===== src/rtl/reg_wr_pkg.sv =====
// Shared types and constants for the register writeback arbiter:
// FSM state encoding, strobe bit positions and requester IDs.
package reg_wr_pkg;

    typedef enum logic [1:0] {
        ST_IDLE   = 2'd0,
        ST_WR_ALU = 2'd1,
        ST_WR_LD  = 2'd2
    } state_t;

    // Bit positions inside the 16-bit write strobe.
    localparam logic [3:0] SEL_WORD_BASE = 4'd0;
    localparam logic [3:0] SEL_HIGH_BASE = 4'd8;
    localparam logic [3:0] SEL_LOW_BASE  = 4'd12;

    // Requester IDs as reported on last_grant.
    localparam logic REQ_ALU = 1'b0;
    localparam logic REQ_LD  = 1'b1;

endpackage


===== src/rtl/reg_write_arbiter_decoder.sv =====
// Decoder: maps (reg, size, high_low) to a one-hot register-file strobe.
// Ports: reg_idx/size/high_low in; sel (16b one-hot or 0), illegal out.
module Decoder
    import reg_wr_pkg::*;
(
    input  logic [2:0]  reg_idx,
    input  logic        size,
    input  logic        high_low,
    output logic [15:0] sel,
    output logic        illegal
);

    always_comb begin
        sel     = '0;
        illegal = 1'b0;
        unique case (1'b1)
            size:
                sel = 16'h0001 << (SEL_WORD_BASE + {1'b0, reg_idx});
            (!size && reg_idx[2]):
                // Byte registers exist only for AX..DX.
                illegal = 1'b1;
            (!size && !reg_idx[2] && high_low):
                sel = 16'h0001 << (SEL_HIGH_BASE + {2'b00, reg_idx[1:0]});
            default:
                sel = 16'h0001 << (SEL_LOW_BASE + {2'b00, reg_idx[1:0]});
        endcase
    end

endmodule


===== src/rtl/reg_write_arbiter.sv =====
// Round-robin arbiter between ALU and load writeback into the register file.
// Ports: clk/rst; alu_* and ld_* valid/ready requests; rf_stall;
// registered wr_sel/wr_data strobe; last_grant (0 ALU, 1 LD).
// Optional REG_WR_ARB_ERR_EN adds err_illegal pulse and saturating err_cnt.
module reg_write_arbiter
    import reg_wr_pkg::*;
#(
    parameter int CNT_W = 8
) (
    input  logic             clk,
    input  logic             rst,
    input  logic             alu_valid,
    output logic             alu_ready,
    input  logic [2:0]       alu_reg,
    input  logic             alu_size,
    input  logic             alu_high_low,
    input  logic [15:0]      alu_data,
    input  logic             ld_valid,
    output logic             ld_ready,
    input  logic [2:0]       ld_reg,
    input  logic             ld_size,
    input  logic             ld_high_low,
    input  logic [15:0]      ld_data,
    input  logic             rf_stall,
    output logic [15:0]      wr_sel,
    output logic [15:0]      wr_data,
`ifdef REG_WR_ARB_ERR_EN
    output logic             err_illegal,
    output logic [CNT_W-1:0] err_cnt,
`endif
    output logic             last_grant
);

    state_t      state_q, state_d;
    logic        last_q;
    logic [15:0] sel_q, data_q;

    logic [15:0] alu_sel, ld_sel;
    logic        alu_ill, ld_ill;

    logic        grant_alu, grant_ld;
    logic        acc_alu, acc_ld, acc_any;
    logic [15:0] sel_mux, data_mux;
    logic        ill_mux;

    Decoder u_dec_alu (
        .reg_idx  (alu_reg),
        .size     (alu_size),
        .high_low (alu_high_low),
        .sel      (alu_sel),
        .illegal  (alu_ill)
    );

    Decoder u_dec_ld (
        .reg_idx  (ld_reg),
        .size     (ld_size),
        .high_low (ld_high_low),
        .sel      (ld_sel),
        .illegal  (ld_ill)
    );

    // On a tie the requester that did not win last time goes first.
    always_comb begin
        grant_alu = 1'b0;
        grant_ld  = 1'b0;
        if (alu_valid && ld_valid) begin
            if (last_q == REQ_LD) grant_alu = 1'b1;
            else                  grant_ld  = 1'b1;
        end else begin
            grant_alu = alu_valid;
            grant_ld  = ld_valid;
        end
    end

    assign alu_ready = !rst && !rf_stall && grant_alu;
    assign ld_ready  = !rst && !rf_stall && grant_ld;

    assign acc_alu = alu_valid && alu_ready;
    assign acc_ld  = ld_valid && ld_ready;
    assign acc_any = acc_alu || acc_ld;

    always_comb begin
        sel_mux  = alu_sel;
        ill_mux  = alu_ill;
        data_mux = alu_size ? alu_data : {8'h00, alu_data[7:0]};
        if (acc_ld) begin
            sel_mux  = ld_sel;
            ill_mux  = ld_ill;
            data_mux = ld_size ? ld_data : {8'h00, ld_data[7:0]};
        end
    end

    // Illegal byte writes are accepted but never leave IDLE.
    always_comb begin
        state_d = ST_IDLE;
        if (acc_alu && !alu_ill) state_d = ST_WR_ALU;
        else if (acc_ld && !ld_ill) state_d = ST_WR_LD;
    end

    always_ff @(posedge clk) begin
        if (rst) begin
            state_q <= ST_IDLE;
            sel_q   <= '0;
            data_q  <= '0;
            last_q  <= REQ_LD;
        end else begin
            state_q <= state_d;
            sel_q   <= (state_d != ST_IDLE) ? sel_mux : '0;
            data_q  <= (state_d != ST_IDLE) ? data_mux : '0;
            if (acc_any) last_q <= acc_ld;
        end
    end

    // Reset masks a strobe already sitting in the output register.
    assign wr_sel     = (rst || state_q == ST_IDLE) ? '0 : sel_q;
    assign wr_data    = (rst || state_q == ST_IDLE) ? '0 : data_q;
    assign last_grant = last_q;

`ifdef REG_WR_ARB_ERR_EN
    logic             err_q;
    logic [CNT_W-1:0] cnt_q;

    always_ff @(posedge clk) begin
        if (rst) begin
            err_q <= 1'b0;
            cnt_q <= '0;
        end else begin
            err_q <= acc_any && ill_mux;
            if (acc_any && ill_mux && cnt_q != {CNT_W{1'b1}})
                cnt_q <= cnt_q + 1'b1;
        end
    end

    assign err_illegal = err_q && !rst;
    assign err_cnt     = cnt_q;
`endif

endmodule


===== config.mk =====
export PLATFORM = sky130hd
export DESIGN_NAME = reg_write_arbiter
export DESIGN_NICKNAME = d
export VERILOG_FILES = /design/src/rtl/reg_wr_pkg.sv /design/src/rtl/reg_write_arbiter_decoder.sv /design/src/rtl/reg_write_arbiter.sv
export SDC_FILE = /design/constraint.sdc
export NUM_CORES = 1
export LEC_CHECK = 0
export ABC_AREA = 1
export CAP_MARGIN = 20
export CORE_AREA = 10 10 100 102
export DETAILED_ROUTE_END_ITERATION = 8
export DIE_AREA = 0 0 110 112
export SYNTH_ARGS = -nofsm -noshare
export SYNTH_HDL_FRONTEND = slang
export SYNTH_HIERARCHICAL = 1
export SYNTH_SLANG_ARGS = --single-unit

===== constraint.sdc =====
create_clock -name clk -period 1.5 [get_ports clk]
set_clock_uncertainty 0.1 [all_clocks]
set_input_delay 0.225 -clock clk [delete_from_list [all_inputs] [get_ports clk]]
set_output_delay 0.225 -clock clk [all_outputs]
set_load 0.1 [all_outputs]

==> results.txt <==
----------------------------------------------------
[Setup path]
  Highest fanout seen on the critical path ... 7
  Startpoint-to-endpoint class of the critical path ... reg2out
  Startpoint types ... register
  Critical path capture point type ... output port
  Standard cell with the maximum stage delay on the critical path ... dfxtp_2
  Cell with the most instances on the worst path ... buf_12
  Number of cell instances on the worst register-to-register path ... 8
  WP data required ... around 1.2 ns
  Cells traversed along the worst timing path ... o21ai_4, buf_12, buf_12, nor2_4, buf_12
  CP arrival ... 1.31 ns
  Slowest cell delay on critical path ... 0.33 ns

[Clocking]
  TritonCTS clock tree ... built
  Root buffer cell ... clkbuf_8
  Total clock buffers created by CTS ... 5
  H-Tree Level Count ... 2
  Clock input transition at the sequential cells of the worst setup and hold paths ... approximately 0.070 ns
  Source-to-sink clock delay at the later pin of the worst-skew pair ... 0.28 ns
  Number of clock sinks ... 35
  Clock Path Buffers ... 2

[STA]
  Final setup violation count ... 32
  RSZ-0062 raised after global routing ... yes
  Actual slew at the worst max-slew pin ... 0.3345 ns
  Final setup slack of the worst path ... -0.1347 ns
  Max Slew Vio Count ... 0
  Setup_tns ... -3.625 ns
  Shortest period the worst path allows ... approximately 1.6 ns
  Hold Fails Final Rpt ... 0
  Max-slew headroom ... 0.7770
  Final Cycle Share ... 1.090
  Highest achievable clock rate ... 611.7 MHz

[Status]
  Violations in the final reports ... setup timing
  Result of the run ... finished with violations

[Cells and area]
  Area growth from synthesis to final layout ... 83.30%
  Total of fill cells in the finished design ... ~760
  Share of the core filled with cells in the final layout ... 0.5355
  Ant. Diodes ... 0
  Nets ... 566
  Combined area of the multi-input logic cells ... 0.001334 mm²
  Filler-free cell count of the finished design ... 625
  Register cell area after layout ... roughly 710 µm²
  Proportion of layout cells with a drive suffix above 1 ... 0.2865

[Flow run]
  Max-cap check violation count ... 0

[Synth]
  Synthesized instance count ... 411
  Register bit total from synthesis ... 35
  Sequential fraction of the synthesis area ... 0.2979
  Netlist Area Pre-Place ... 0.002352 mm²
  YS warnings ... 6
  Average cell area after synthesis ... roughly 5.7 µm²
  Post-synthesis net count ... 458
  Post-synth cell types ... 23

[Placed design]
  Placed cell count ... 610
  Detailed Place HPWL ... 6162 µm
  Final weighted congestion in routability-driven placement ... 0.8303
  Input/output buffers ... 81

[Global routing]
  Initial antenna violation count ... 0
  Maximum number of pins on one net before global-route repair ... 30
  Global Route Usage Sum ... 0.1162
  GRT overflow ... 0
  Vias in the first global route ... 2642
  Global-route wire length before repair ... 11780 µm

[Drt]
  DR pass1 iterations ... 4
  DR vias ... about 2600
  Number of DRC markers in iteration 0 ... between 90 and 100
  # DRC ... 0
  Residual antenna-violating net count after detailed routing ... 0
  Via/cell ratio ... 4.190
  Routed length per instance ... 11.50 µm
  Total detailed-routing wirelength ... 7187 µm

[Floorplanning]
  Y dimension of the die ... around 110 µm
  Initial core utilization ... 0.2922
  Placeable Area ... roughly 0.0081 mm²
  Die outline area ... 0.01232 mm²
  Die Width ... between 100 and 150 µm
  Site row count ... 33
  Ports ... a little over 80

[Pwr]
  Reported leakage power ... 2.217 nW
  Cell area power density ... a little over 500 mW/mm²
  Overall power consumption ... 2.233 mW
  Peak ir drop on the vdd network ... 234.5 µV

[Min path]
  Worst min-delay path class ... in2reg
  Worst Hold Path Cells ... 5

----------------------------------------------------
==> logic make-up after synthesis <==
group,Yosys count,share of synthesized area
compound gates,3,0.01117
simple gates,231,0.4415
buf+inv,142,0.2495
flops,35,0.2979
==> registers in the layout, summed over array words and instances, names as in the netlist <==
register    count
last_grant      1
state_q         2
data_q         16
sel_q          16
==> area by class of cell <==
class,instances,area share
multi-input cells,234,0.3093
inverters,123,0.1085
repair buffers,120,0.3665
flip-flops and latches,35,0.1640
clock buffers,7,0.02002
well taps,105,0.03047
clock inverters,1,0.001161
==> cells in the mapped netlist <==
| cell | n | area [µm²] |
|---|---|---|
| buf_12 | 1 | 20.02 |
| buf_1 | 2 | 7.510 |
| clkbuf_1 | 9 | 33.78 |
| nand2_1 | 115 | 431.7 |
| nand3_1 | 11 | 55.05 |
| inv_2 | 15 | 56.30 |
| nand2_4 | 1 | 11.26 |
| inv_1 | 108 | 405.4 |
| buf_8 | 2 | 30.03 |
| buf_6 | 1 | 11.26 |
| nor2_4 | 1 | 11.26 |
| buf_2 | 3 | 15.01 |
| a21oi_4 | 1 | 16.27 |
| nor2_2 | 4 | 25.02 |
| nor2_1 | 52 | 195.2 |
| nand3_4 | 1 | 17.52 |
| a21oi_1 | 1 | 5.000 |
| nand4_1 | 41 | 256.5 |
| nand2_2 | 4 | 25.02 |
| o21ai_1 | 1 | 5.000 |
| nand3_2 | 1 | 10.01 |
| dfxtp_1 | 35 | 700.7 |
| buf_4 | 1 | 7.510 |
==> metrics by stage <==
step / hold WS, ns / instance area [µm²] / setup slack, ns
after floorplan: 0.2134 / 2604 / -0.05788
after global placement: 0.4277 / 4124 / -0.2767
after detailed placement: 0.4259 / 4124 / -0.2873
after CTS: 0.3741 / 4264 / -0.1609
after global routing: 0.4018 / 4312 / -0.1743
final: 0.3774 / 4312 / -0.1347
==> metal layers <==
layer  wire, µm  track usage
met1       3008       0.1292
met4         79      0.03646
met3        291      0.01788
met2       3808       0.2155
met5          0            0
==> worst max-delay path, delay by kind of cell, from the launching register on <==
kind	cells	cell delay [ns]
buffers and inverters	3	0.44
flip-flops	1	0.33
AO/OA/AOI/OAI	1	0.20
AND/OR/NAND/NOR	1	0.04
==> path summary, 6_finish.rpt <==
kind,slack (ns),to,from
worst max-delay path,-0.13,wr_data[12],state_q[1]
worst min-delay path,0.38,last_grant,rf_stall
worst max register to register,0.18,sel_q[7],last_grant
worst min register to register,0.53,last_grant,last_grant
==> cell usage in the layout, fill, tap and decap left out <==
master,Yosys,final
dfxtp_4,0,1
nand3_4,1,3
nand3_1,11,10
o21ai_4,0,1
clkinv_2,0,1
buf_4,1,29
nand4_1,41,41
buf_12,1,45
nand2_1,115,114
dfxtp_1,35,32
inv_2,15,15
clkbuf_1,9,1
clkdlybuf4s15_1,0,1
nor2_2,4,5
dlymetal6s2s_1,0,2
nor2_1,52,20
inv_1,108,106
clkbuf_8,0,6
inv_4,0,1
dfxtp_2,0,2
nor2_4,1,32
clkinvlp_4,0,1
dlygate4sd2_1,0,3
nand2_2,4,5
nand2_4,1,1
a21oi_4,1,1
a21oi_1,1,1
clkdlybuf4s50_1,0,40
==> where the power goes <==
group	internal, mW	switching [mW]
Clock	0.370	0.319
Combinational	0.274	0.314
Sequential	0.948	0.00741
==> timing repair <==
item                                    4_1_cts  5_1_grt
gates resized for setup                       7        8
hold buffers                                  0        0
pin swaps                                     4        6
endpoints found under the setup margin       34       36
buffers inserted                              4        3
endpoints found under the hold margin         0        0
Power figures use the tool's default switching activity.
